### src/rtl/peak_count_readout.sv
// peak_count_readout: frames datapath counts into a byte stream
// Ports:
//   clk, rst                  clock, async active-high reset
//   start                     readout request (IDLE only)
//   count_in, count_vld_in    serialized count word from the datapath
//   overflow_in               per-channel overflow flags
//   sreg_load_en              load the datapath shift register
//   sreg_shift_en             consume current word, advance the datapath
//   out_data, out_vld, out_rdy  byte stream toward the USB side
//   busy, done                frame activity / one-cycle drain pulse
module peak_count_readout #(
    parameter int          CNTR_WIDTH = 8,
    parameter int          CNTR_DEPTH = 24,
    parameter int          FIFO_DEPTH = 4,
    parameter logic [7:0]  HEADER     = 8'hA5
) (
    input  logic                  clk,
    input  logic                  rst,
    input  logic                  start,
    input  logic [CNTR_WIDTH-1:0] count_in,
    input  logic                  count_vld_in,
    input  logic [CNTR_DEPTH-1:0] overflow_in,
    output logic                  sreg_load_en,
    output logic                  sreg_shift_en,
    output logic [7:0]            out_data,
    output logic                  out_vld,
    input  logic                  out_rdy,
    output logic                  busy,
    output logic                  done
);

    localparam int OVF_BYTES = (CNTR_DEPTH + 7) / 8;
    localparam int SNAP_W    = OVF_BYTES * 8;
    localparam int WIW       = $clog2(CNTR_DEPTH + 1);
    localparam int OIW       = $clog2(OVF_BYTES + 1);
    localparam int AW        = $clog2(FIFO_DEPTH);
    localparam int CW        = AW + 1;

    localparam logic [WIW-1:0] LAST_WORD = WIW'(CNTR_DEPTH - 1);
    localparam logic [OIW-1:0] LAST_OVF  = OIW'(OVF_BYTES - 1);
    localparam logic [CW-1:0]  FULL_CNT  = CW'(FIFO_DEPTH);

    typedef enum logic [2:0] {
        IDLE,
        LOAD,
        HDR,
        WORDS,
        OVF,
        DRAIN
    } state_t;

    state_t              state_q, state_d;
    logic                load_q, load_d;
    logic [SNAP_W-1:0]   snap_q, snap_d;
    logic [WIW-1:0]      word_q, word_d;
    logic [OIW-1:0]      ovf_q, ovf_d;

    logic [7:0]          mem_q [FIFO_DEPTH];
    logic [AW-1:0]       wr_q, rd_q;
    logic [CW-1:0]       cnt_q, cnt_d;

    logic                push;
    logic [7:0]          push_data;
    logic                pop;
    logic                full;
    logic                empty;
    logic [7:0]          word_byte;
    logic [SNAP_W-1:0]   snap_sh;

    assign full  = (cnt_q == FULL_CNT);
    assign empty = (cnt_q == '0);
    assign pop   = ~empty & out_rdy;

    assign out_vld      = ~empty;
    // Gate the head so out_data reads 0 whenever nothing is queued.
    assign out_data     = empty ? 8'h00 : mem_q[rd_q];
    assign sreg_load_en = load_q;
    assign busy         = (state_q != IDLE);

    always_comb begin
        word_byte = '0;
        word_byte[CNTR_WIDTH-1:0] = count_in;
    end

    assign snap_sh = snap_q >> {ovf_q, 3'b000};

    always_comb begin
        state_d       = state_q;
        load_d        = load_q;
        snap_d        = snap_q;
        word_d        = word_q;
        ovf_d         = ovf_q;
        push          = 1'b0;
        push_data     = 8'h00;
        sreg_shift_en = 1'b0;
        done          = 1'b0;
        case (state_q)
            IDLE: begin
                if (start) begin
                    state_d = LOAD;
                    load_d  = 1'b1;
                    word_d  = '0;
                    ovf_d   = '0;
                end
            end
            LOAD: begin
                if (count_vld_in) begin
                    load_d = 1'b0;
                    snap_d = '0;
                    snap_d[CNTR_DEPTH-1:0] = overflow_in;
                    state_d = HDR;
                end
            end
            HDR: begin
                if (!full) begin
                    push      = 1'b1;
                    push_data = HEADER;
                    state_d   = WORDS;
                end
            end
            WORDS: begin
                if (count_vld_in && !full) begin
                    sreg_shift_en = 1'b1;
                    push          = 1'b1;
                    push_data     = word_byte;
                    word_d        = word_q + 1'b1;
                    if (word_q == LAST_WORD) begin
                        state_d = OVF;
                    end
                end
            end
            OVF: begin
                if (!full) begin
                    push      = 1'b1;
                    push_data = snap_sh[7:0];
                    ovf_d     = ovf_q + 1'b1;
                    if (ovf_q == LAST_OVF) begin
                        state_d = DRAIN;
                    end
                end
            end
            DRAIN: begin
                if (empty) begin
                    done    = 1'b1;
                    state_d = IDLE;
                end
            end
            default: begin
                state_d = IDLE;
                load_d  = 1'b0;
            end
        endcase
    end

    // Push is already gated by ~full, so a pop never frees a slot
    // for a same-cycle push.
    always_comb begin
        cnt_d = cnt_q;
        case ({push, pop})
            2'b10:   cnt_d = cnt_q + 1'b1;
            2'b01:   cnt_d = cnt_q - 1'b1;
            default: cnt_d = cnt_q;
        endcase
    end

    always_ff @(posedge clk or posedge rst) begin
        if (rst) begin
            state_q <= IDLE;
            load_q  <= 1'b0;
            snap_q  <= '0;
            word_q  <= '0;
            ovf_q   <= '0;
            wr_q    <= '0;
            rd_q    <= '0;
            cnt_q   <= '0;
        end else begin
            state_q <= state_d;
            load_q  <= load_d;
            snap_q  <= snap_d;
            word_q  <= word_d;
            ovf_q   <= ovf_d;
            cnt_q   <= cnt_d;
            if (push) begin
                wr_q <= wr_q + 1'b1;
            end
            if (pop) begin
                rd_q <= rd_q + 1'b1;
            end
        end
    end

    // Storage needs no reset: the head is masked while empty.
    always_ff @(posedge clk) begin
        if (push) begin
            mem_q[wr_q] <= push_data;
        end
    end

endmodule
### config.mk
export PLATFORM = sky130hd
export DESIGN_NAME = peak_count_readout
export DESIGN_NICKNAME = d
export VERILOG_FILES = /design/src/rtl/peak_count_readout.sv
export SDC_FILE = /design/constraint.sdc
export NUM_CORES = 1
export LEC_CHECK = 0
export ABC_AREA = 1
export CAP_MARGIN = 40
export CORE_ASPECT_RATIO = 0.6
export CORE_MARGIN = 2
export CORE_UTILIZATION = 47
export CTS_CLUSTER_SIZE = 12
export DETAILED_ROUTE_END_ITERATION = 10
export PLACE_DENSITY = 0.73
export SLEW_MARGIN = 10
export SYNTH_ARGS = -nofsm -noshare
export SYNTH_HDL_FRONTEND = slang
export SYNTH_SLANG_ARGS = --single-unit
### constraint.sdc
create_clock -name clk -period 2 [get_ports clk]
set_input_delay 0.4 -clock clk [delete_from_list [all_inputs] [get_ports clk]]
set_output_delay 0.4 -clock clk [all_outputs]
set_load 0.01 [all_outputs]
After elaboration in Yosys (flattened, before gate mapping)
Memory sizes are Yosys's and may differ from the RTL's. Cells that the tools add are included.

Register bits after elaboration: 42. RAM bits: 32. Input bits: 37. Output and inout bits: 13. Word-level logic and storage cells: 84. Memories kept: 1.

Add/sub/neg operators: 6. Eq/ne operators: 18. Shift-type cells: 1. Muxes and demuxes: 32. Bitwise logic cells: 3. Reductions and logical operators: 15.

Memory list: mem_q (words 4, width 8, rd ports 1, clocked after Yosys merged registers in 0, wr ports 1, RTL line 58) `logic [7:0] mem_q [FIFO_DEPTH];`.

Operator list (number): $mux 8 (4); $mux 3 (8); $pmux 8 s3 (1); $shr 24x5->8 (1); $pmux 3 s6 (1); $ne 2x2->1 const B (8); $mux 5 (2); $pmux 5 s2 (1); $eq 3x3->1 const B (3); $mux 1 (9); $reduce_and 3->1 (3); $reduce_and 8->1 (1); $add 2x1->2 const B (3); $eq 3x2->1 const B (2); $logic_not 3->1 (2); $pmux 3 s2 (1); $reduce_bool 2->1 (3); $add 5x1->5 const B (1); $eq 5x5->1 const B (1); $eq 2x2->1 const B (2); $mux 2 (2); $pmux 2 s2 (1); $reduce_or 4->1 (1); $add 3x1->3 const B (1); 12 further kinds (13).

Logic depth before layout (Yosys ltp)
Gate-level depths: netlist (run 1).

Word-level depth: 7. Depth in mapped cells: 13. Depth with buffers taken out: 13.

Least setup slack after synthesis (run 1)
No wires, ideal clock.

Path type: register to register. From: reg state_q[2]. To: reg cnt_q[2]. Setup time: 0.131 ns. Arrival time: 1.851 ns. Required time: 1.869 ns. Slack: 0.018 ns. Stages on the path, launching flop included: 14. Buffers on the path: 1. Period minus slack after synthesis: 1.982 ns. Cell sequence: dfrtp_1 -> buf_4 -> inv_1 -> nand3_1 -> nand2_1 -> nand2_1 -> nand2_2 -> inv_2 -> ha_1 -> inv_1 -> fa_1 -> a21oi_1 -> o21ai_0 -> xor2_1.

Longest elaborated chain between the ends: 5. Elaborated cells on any way between the ends: 9. Those cells by class: 5 x eq/ne; 2 x mux; 2 x reduce/logical.

RTL lines: from (decl) (RTL line 52) `state_t state_q, state_d;`; from (signal assigned) (RTL line 177) `state_q <= state_d;`; $eq 3x3->1 / $eq 3x2->1 (equally long branches) (RTL line 97) `case (state_q)`; $reduce_or 2->1 (no source line); $pmux 1 s2 * (RTL line 97); $eq 2x1->1 / $eq 2x2->1 (equally long branches) (RTL line 159) `case ({push, pop})`; $pmux 3 s2 / $reduce_bool 2->1 (equally long branches); to (signal assigned) (RTL line 182) `cnt_q <= cnt_d;`; to (decl) (RTL line 60) `logic [CW-1:0] cnt_q, cnt_d;`.

Every way passes the cells marked *; elsewhere a longest branch is shown, timed or not. A chain may end at the register's enable or synchronous reset.

Worst setup path after layout (run 1)
From: reg rd_q[0]. To: out out_data[4].

Longest elaborated chain between the ends: 2.

RTL lines: from (decl) (RTL line 59) `logic [AW-1:0] wr_q, rd_q;`; from (signal assigned) (RTL line 187) `rd_q <= rd_q + 1'b1;`; $mem_v2 4x8; $mux 8 (RTL line 76) `assign out_data = empty ? 8'h00 : mem_q[rd_q];`; to (decl) (RTL line 25) `output logic [7:0] out_data,`.

No other way between the ends.

==> results.py, run 1 <==
metrics = {
    "status": {
        "status": "finished, final reports clean",
    },
    "flow_run": {
        "cap_viol_max_count": 0,
    },
    "die": {
        "floorplan.io_pins": 50,
        "floorplan.die_area_um2": 8460,
        "fp.coreArea_um2": 7360,
        "die_h_um": 72.0,
        "starting_density_pct": 49.3,
        "std_cell_rows": 24,
        "floorplan.die.width_um": 117,
    },
    "clocking": {
        "tritoncts.num_buffers": 9,
        "clk_transition_reported_paths_ns": 0.06,
        "clock_tree_buf_depth": 2,
        "cts_root_buf": "sky130_fd_sc_hd__clkbuf_16",
        "cts_hold_repair.buffers": 0,
        "tritoncts": "done",
        "clock-sinks": 74,
        "insertion_delay_of_the_later_clocked_pin_in_the_worst_skew_pair_ns": 0.33,
        "htree_num_levels": 3,
    },
    "yosys": {
        "postSynthCellCount": 370,
        "synth-warning-count": 0,
        "post_synth_instance_area_um2": 3630,
        "yosys_register_bits": 74,
        "yosysSeqAreaShare_pct": 55.5,
        "synth.net_count": 415,
        "number_of_different_library_cells_in_the_post_synthesis_netlist": 32,
        "synthesis.area_per_instance_um2": 9.80,
        "yosys.area.top_type": "sky130_fd_sc_hd__dfrtp_1",
        "synth_area_leaders": "sky130_fd_sc_hd__dfrtp_1 (29%), sky130_fd_sc_hd__edfxtp_1 (27%), sky130_fd_sc_hd__nor2_1 (6.7%), sky130_fd_sc_hd__o21ai_0 (5.2%), sky130_fd_sc_hd__nand2_1 (4.3%)",
        "post-synth-top-area-fraction_pct": 29.0,
    },
    "drt": {
        "route.final.wire_length_um": 8210,
        "drt_drc_violations_left": 0,
        "via_count": 2771,
        "viasPerCell": 4.90,
        "detail_route.first_pass.iterations": 4,
        "antenna_left": 0,
        "routed_wire_length_per_instance_um": 14.5,
        "detail_route.iter0.violations": 146,
    },
    "grt": {
        "gr-total-overflow": 0,
        "maximum_number_of_pins_on_one_net_before_global_route_repair": 43,
        "grt_first_pass_wirelength_um": 13600,
        "first_global_vias": 2782,
        "grt_use_total_pct": 21.1,
        "number_of_antenna_violations_at_the_first_check_in_global_routing": 0,
    },
    "cells_and_area": {
        "fin_area_um2": 4860,
        "insertedDiodeCount": 0,
        "synthToLayoutAreaGrowth_pct": 34.1,
        "post_layout_nonfiller_instances": 565,
        "design.final.nets": 501,
        "layout-drive-gt1-share_pct": 25.6,
        "final_core_util_pct": 66.1,
    },
    "setup_path": {
        "type_of_destination_of_the_critical_path": "primary output",
        "required_ns": 1.60,
        "worstSetupStartpointType": "flop",
        "r2r_setup_slk_ns": 0.04,
        "worstReg2RegStart": "state_q[1]",
        "critical_path_peak_fanout": 6,
        "timing.critical_path.to": "out_data[4]",
        "worstRegToRegCells": 12,
        "crit_start": "rd_q[0]",
        "r2r_path_end": "cnt_q[2]",
        "crit_path_class": "flop to primary output",
        "worst_ep_arrival_time_ns": 1.57,
    },
    "timing": {
        "setup_viol_count_final": 0,
        "final_hold_viol_count": 0,
        "final.setup.tns_ns": 0,
        "timing_max_transition_violations_final": 0,
        "post-route-period-util_pct": 98.3,
        "max_freq_mhz": 508,
        "tightest_slew_ns": 0.525,
        "maxSlewHeadroom_pct": 65.0,
        "rsz_0062_raised_after_global_routing": "true",
        "min_clock_period_post_route_ns": 1.97,
        "worst_clock_skew_ns": 0.00707,
    },
    "placed_design": {
        "dpl.cell_count": 544,
        "gp_congestion": 0.818,
        "numPortBuffers": 49,
        "dpl.hpwl_um": 5840,
        "placed_area_um2": 4440,
    },
    "pwr": {
        "power.leakage_uw": 0.00215,
        "pwr_density_cell_nw_per_um2": 1650,
        "peakVddDrop_uv": 514,
    },
    "hold_path": {
        "holdCritPathClass": "input pin to async pin",
    },
}
-- sequential cells by signal, indices dropped and copies added (netlist names) --
name / flops
sreg_load_en: 1
mem_q: 32
state_q: 3
cnt_q: 3
ovf_q: 2
word_q: 5
snap_q: 24
rd_q: 2
wr_q: 2
-- kinds of logic (layout without fill, tap and decap cells) --
kind of cell             after synthesis  count (layout)  synth area share (%)
AND/OR/NAND/NOR                      141             141                  17.3
flip-flops                            74              74                  55.5
AO/OA/AOI/OAI                         72              72                  11.5
buffers and inverters                 56             147                  6.49
multiplexers                          13              13                  4.76
adder cells (fa/ha/maj)                8               8                  2.97
XOR/XNOR                               6               6                  1.45
-- per-layer routing --
| metal | track usage (%) | vias up | part of all wire, % |
|---|---|---|---|
| li1 | - | 1391 | - |
| met1 | 29.7 | 1287 | 49 |
| met2 | 32.4 | 84 | 44 |
| met3 | 6.37 | 9 | 6.9 |
| met4 | 5.49 | 0 | 0.63 |
| met5 | 0 | - | 0 |
-- worst min-delay path by stage --
| stage | from | to | slack (ns) | cells past startpoint |
|---|---|---|---|---|
| 2_1_floorplan | cnt_q[0] | cnt_q[0] | 0.46 | 1 |
| 3_3_place_gp | sreg_load_en | sreg_load_en | 0.49 | 2 |
| 3_5_place_dp | snap_q[1] | snap_q[1] | 0.49 | 1 |
| 4_1_cts | rst | word_q[1] | 0.51 | 3 |
| 5_1_grt | snap_q[4] | snap_q[4] | 0.53 | 2 |
| 6_report | rst | word_q[4] | 0.49 | 3 |
-- critical path, stage by stage, from the launching register on --
cell,delay (ns)
sky130_fd_sc_hd__dfrtp_1,0.41
sky130_fd_sc_hd__buf_2,0.22
sky130_fd_sc_hd__nor2_1,0.07
sky130_fd_sc_hd__nor2_1,0.08
sky130_fd_sc_hd__o21ai_0,0.10
sky130_fd_sc_hd__a21oi_1,0.20
sky130_fd_sc_hd__buf_2,0.17
-- synth_stat cells --
cell	number
sky130_fd_sc_hd__o22ai_1	2
sky130_fd_sc_hd__xor2_1	5
sky130_fd_sc_hd__mux2_4	7
sky130_fd_sc_hd__a21oi_1	13
sky130_fd_sc_hd__buf_6	2
sky130_fd_sc_hd__nand3_1	16
sky130_fd_sc_hd__nor2_1	65
sky130_fd_sc_hd__buf_2	2
sky130_fd_sc_hd__buf_1	1
sky130_fd_sc_hd__nand3_2	1
sky130_fd_sc_hd__nand2_1	42
sky130_fd_sc_hd__nor2_2	3
sky130_fd_sc_hd__nand3b_1	3
sky130_fd_sc_hd__inv_1	38
sky130_fd_sc_hd__mux2_2	6
sky130_fd_sc_hd__nand2_2	6
sky130_fd_sc_hd__inv_2	6
sky130_fd_sc_hd__nor2_4	3
sky130_fd_sc_hd__edfxtp_1	32
sky130_fd_sc_hd__a21oi_2	10
sky130_fd_sc_hd__nand3_4	1
sky130_fd_sc_hd__nand4_1	1
sky130_fd_sc_hd__o21ai_0	38
sky130_fd_sc_hd__dfrtp_1	42
sky130_fd_sc_hd__a22o_1	4
sky130_fd_sc_hd__fa_1	1
sky130_fd_sc_hd__buf_4	2
sky130_fd_sc_hd__o21ai_1	4
sky130_fd_sc_hd__ha_1	7
sky130_fd_sc_hd__xnor2_1	1
sky130_fd_sc_hd__clkbuf_1	5
sky130_fd_sc_hd__o211ai_1	1
-- power by group --
| group | switching (uW) | leakage [uW] | total [uW] | internal [uW] |
|---|---|---|---|---|
| combinational | 1920 | 0.00118 | 3490 | 1570 |
| clock | 621 | 0.000177 | 1970 | 1340 |
| sequential | 322 | 0.000794 | 2560 | 2240 |
| total | 2860 | 0.00215 | 8020 | 5150 |
-- timing repair --
item,4_1_cts,5_1_grt
endpoints found under the hold margin,0,0
gates cloned,0,2
gates resized for setup,34,28
setup endpoints to repair,12,13
setup buffers,3,0
pin swaps,6,11
-- layout make-up --
cell class                 instances  area, um^2
clock inverter                     7         141
sequential                        74        2020
inverter                          44         168
timing repair buffer              87         773
multi-input combinational        240        1410
tap                              104         130
fill                             574        2490
clock buffer                       9         225
-- layout by cell type, fill, tap and decap left out, types with 2 or more instances in the layout --
cell / Yosys / layout
sky130_fd_sc_hd__nor2_1: 65 / 64
sky130_fd_sc_hd__nand2_1: 42 / 40
sky130_fd_sc_hd__dfrtp_1: 42 / 39
sky130_fd_sc_hd__clkdlybuf4s50_1: 0 / 37
sky130_fd_sc_hd__inv_1: 38 / 35
sky130_fd_sc_hd__edfxtp_1: 32 / 32
sky130_fd_sc_hd__buf_4: 2 / 32
sky130_fd_sc_hd__o21ai_0: 38 / 30
sky130_fd_sc_hd__nand3_1: 16 / 15
sky130_fd_sc_hd__o21ai_1: 4 / 12
sky130_fd_sc_hd__a21oi_1: 13 / 12
sky130_fd_sc_hd__a21oi_2: 10 / 11
sky130_fd_sc_hd__clkbuf_16: 0 / 10
sky130_fd_sc_hd__inv_2: 6 / 8
sky130_fd_sc_hd__nand2_2: 6 / 8
sky130_fd_sc_hd__mux2_4: 7 / 7
sky130_fd_sc_hd__mux2_2: 6 / 6
sky130_fd_sc_hd__ha_1: 7 / 6
sky130_fd_sc_hd__buf_2: 2 / 6
sky130_fd_sc_hd__xor2_1: 5 / 5
sky130_fd_sc_hd__nor2_2: 3 / 4
sky130_fd_sc_hd__a22o_1: 4 / 4
sky130_fd_sc_hd__bufinv_16: 0 / 4
sky130_fd_sc_hd__clkbuf_2: 0 / 4
sky130_fd_sc_hd__nor2_4: 3 / 3
sky130_fd_sc_hd__nand3b_1: 3 / 3
sky130_fd_sc_hd__dfrtp_2: 0 / 3
sky130_fd_sc_hd__nand3_2: 1 / 2
sky130_fd_sc_hd__o22ai_1: 2 / 2
sky130_fd_sc_hd__clkinv_4: 0 / 2
sky130_fd_sc_hd__dlygate4sd2_1: 0 / 2
sky130_fd_sc_hd__buf_6: 2 / 2
-- through the flow --
stage	power, uW	hold slack (ns)	setup WS [ns]
2_1_floorplan	4550	0.460	0.0183
3_3_place_gp	5790	0.489	-0.240
3_5_place_dp	5930	0.494	-0.331
4_1_cts	7950	0.511	-0.0915
5_1_grt	8610	0.525	-0.0845
6_report	8020	0.489	0.0334
Note: power is estimated with default switching activity, not from simulation.
==> inputs of run 2 (changes only) <==
- ABC_CLOCK_PERIOD_IN_PS: unset -> 2000
==> results of run 2 <==
Final layout, timing and power as in run 1 (identical DEF).
==> inputs of run 3 (changes only) <==
- CORE_UTILIZATION: 47 -> 40
- PLACE_DENSITY: 0.73 -> unset
==> results.py, run 3 (synthesis results as in run 1) <==
metrics = {
    "timing": {
        "min_clock_period_post_route_ns": 2.04,
        "max_freq_mhz": 491,
        "final_critical_path_setup_slack_ns": -0.0386,
        "setup_viol_count_final": 1,
        "post-route-period-util_pct": 102,
        "rsz_0062_raised_after_global_routing": "true",
        "worst_clock_skew_ns": 0.00792,
        "maxSlewHeadroom_pct": 63.0,
        "tightest_slew_ns": 0.555,
        "final_hold_viol_count": 0,
        "worst_hold_slack_ns": 0.502,
        "timing_max_transition_violations_final": 0,
    },
    "grt": {
        "number_of_antenna_violations_at_the_first_check_in_global_routing": 0,
        "grt_use_total_pct": 17.8,
        "gr-total-overflow": 0,
        "grt_first_pass_wirelength_um": 13200,
        "first_global_vias": 2603,
        "maximum_number_of_pins_on_one_net_before_global_route_repair": 43,
    },
    "clocking": {
        "clock_tree_buf_depth": 2,
        "insertion_delay_of_the_later_clocked_pin_in_the_worst_skew_pair_ns": 0.34,
        "clk_transition_reported_paths_ns": 0.06,
        "tritoncts.num_buffers": 9,
        "clock-sinks": 74,
        "htree_num_levels": 3,
        "cts_root_buf": "sky130_fd_sc_hd__clkbuf_16",
        "tritoncts": "done",
    },
    "drt": {
        "detail_route.first_pass.iterations": 5,
        "detail_route.iter0.violations": 143,
        "antenna_left": 0,
        "drt_drc_violations_left": 0,
        "viasPerCell": 4.78,
        "routed_wire_length_per_instance_um": 14.3,
        "route.final.wire_length_um": 8230,
        "via_count": 2746,
    },
    "pwr": {
        "pwr-share-comb_pct": 46.0,
        "pwr-share-seq_pct": 32.9,
        "power.leakage_uw": 0.00211,
        "switching_share_pct": 37.7,
        "intPower_uw": 4780,
        "net_switching_power_uw": 2900,
        "power.clock.fraction_pct": 21.1,
        "peakVddDrop_uv": 712,
        "pwr_density_cell_nw_per_um2": 1590,
    },
    "cells_and_area": {
        "top_register": "mem_q",
        "fin_area_um2": 4830,
        "layout_top_registers": "mem_q (32), snap_q (24), word_q (5)",
        "commonest_cells_after_routing_fill_and_taps_aside": "sky130_fd_sc_hd__nor2_1 (63), sky130_fd_sc_hd__nand2_1 (39), sky130_fd_sc_hd__dfrtp_1 (39)",
        "commonest_non_fill_non_tap_cell_in_the_layout": "sky130_fd_sc_hd__nor2_1",
        "n_fill_cell": 779,
        "layout-drive-gt1-share_pct": 26.6,
        "insertedDiodeCount": 0,
        "largest_register_ffs": 32,
        "design.final.nets": 502,
        "synthToLayoutAreaGrowth_pct": 33.3,
    },
    "setup_path": {
        "worstSetupStartpointType": "flop",
        "critical_path_peak_fanout": 3,
        "type_of_destination_of_the_critical_path": "flop",
        "worst_ep_arrival_time_ns": 2.26,
        "crit_path_class": "flop to flop",
        "required_ns": 2.22,
    },
    "flow_run": {
        "cap_viol_max_count": 0,
    },
    "placed_design": {
        "numPortBuffers": 49,
        "dpl.hpwl_um": 5720,
        "placed_area_um2": 4440,
        "gp_congestion": 0.932,
    },
    "status": {
        "violations": "negative setup slack",
        "status": "finished, violations left",
    },
    "die": {
        "fp.coreArea_um2": 8650,
        "floorplan.die.width_um": 127,
        "floorplan.die_area_um2": 9870,
        "std_cell_rows": 26,
        "floorplan.io_pins": 50,
        "die_h_um": 77.8,
        "starting_density_pct": 41.9,
    },
    "hold_path": {
        "holdCritPathClass": "input pin to async pin",
    },
}
## run 3: cell count changes in the layout (fill, tap and decap cells not counted), moves of 3 or more
cell	before	now
sky130_fd_sc_hd__buf_4	32	35
sky130_fd_sc_hd__bufinv_16	4	1
sky130_fd_sc_hd__o21ai_0	30	33
sky130_fd_sc_hd__o21ai_1	12	9
## run 3: path summary, 6_finish.rpt
kind                       cells past startpoint    endpoint       start  slack [ns]
min in group clk                               2  snap_q[16]  snap_q[16]        0.51
setup / recovery                              13    cnt_q[2]    cnt_q[1]       -0.04
setup reg to reg                              13    cnt_q[2]    cnt_q[1]       -0.04
max in group asynchronous                      3  state_q[0]         rst        1.09
hold reg to reg                                2  snap_q[16]  snap_q[16]        0.51
hold / removal                                 3  snap_q[11]         rst        0.50
## run 3: cell type report
type,instances,area (um^2),area share [%]
well taps,112,140,2.90
clock buffers,9,225,4.66
multi-input cells,240,1430,29.6
repair buffers,88,769,15.9
inverters,44,173,3.57
flip-flops and latches,74,2020,41.7
clock inverters,7,77.6,1.60
## run 3: through the flow
| step | cells | setup TNS, ns | utilization [%] | total power (uW) | setup WS, ns |
|---|---|---|---|---|---|
| 2_1_floorplan | 370 | 0 | - | 4550 | 0.0183 |
| 3_3_place_gp | 550 | -0.722 | 51.4 | 5850 | -0.308 |
| 3_5_place_dp | 550 | -1.01 | 51.4 | 5910 | -0.376 |
| 4_1_cts | 574 | -0.00611 | 55.5 | 7600 | -0.00544 |
| 5_1_grt | 574 | -0.146 | 55.9 | 8270 | -0.135 |
| 6_report | 574 | -0.0386 | 55.9 | 7680 | -0.0386 |
## run 3: critical path, stage by stage (launching register included)
cell and delay, ns:
sky130_fd_sc_hd__dfrtp_1 0.39, sky130_fd_sc_hd__nor2_2 0.16, sky130_fd_sc_hd__nand2_2 0.12, sky130_fd_sc_hd__nand2_4 0.09
sky130_fd_sc_hd__nor2_4 0.05, sky130_fd_sc_hd__inv_2 0.04, sky130_fd_sc_hd__nand2_2 0.05, sky130_fd_sc_hd__inv_2 0.08
sky130_fd_sc_hd__ha_4 0.14, sky130_fd_sc_hd__inv_4 0.04, sky130_fd_sc_hd__fa_2 0.36, sky130_fd_sc_hd__a21oi_2 0.14
sky130_fd_sc_hd__o21ai_1 0.09, sky130_fd_sc_hd__xor2_1 0.16
## run 3: power by group through the flow
stage	Combinational [uW]	Sequential, uW	Clock [uW]
floorplan	2110	2450	0
global placement	3320	2530	0
detailed placement	3370	2540	0
CTS	3430	2510	1660
global route	3940	2590	1740
finish	3530	2530	1620
## run 3: repair_timing
action	CTS	global route
hold buffers	0	0
gates resized for setup	45	24
buffers inserted	8	1
endpoints found under the setup margin	14	10
endpoints found under the hold margin	0	0
pin swaps	9	12
## run 3: routing by layer
metal / share of wire, % / up-vias / routed length (um) / track usage (%)
li1: - / 1399 / - / -
met5: 0 / - / 0 / 0
met2: 44 / 68 / 3610 / 24.9
met4: 0.68 / 0 / 56 / 3.85
met1: 49 / 1273 / 4010 / 26.2
met3: 6.7 / 6 / 548 / 6.90
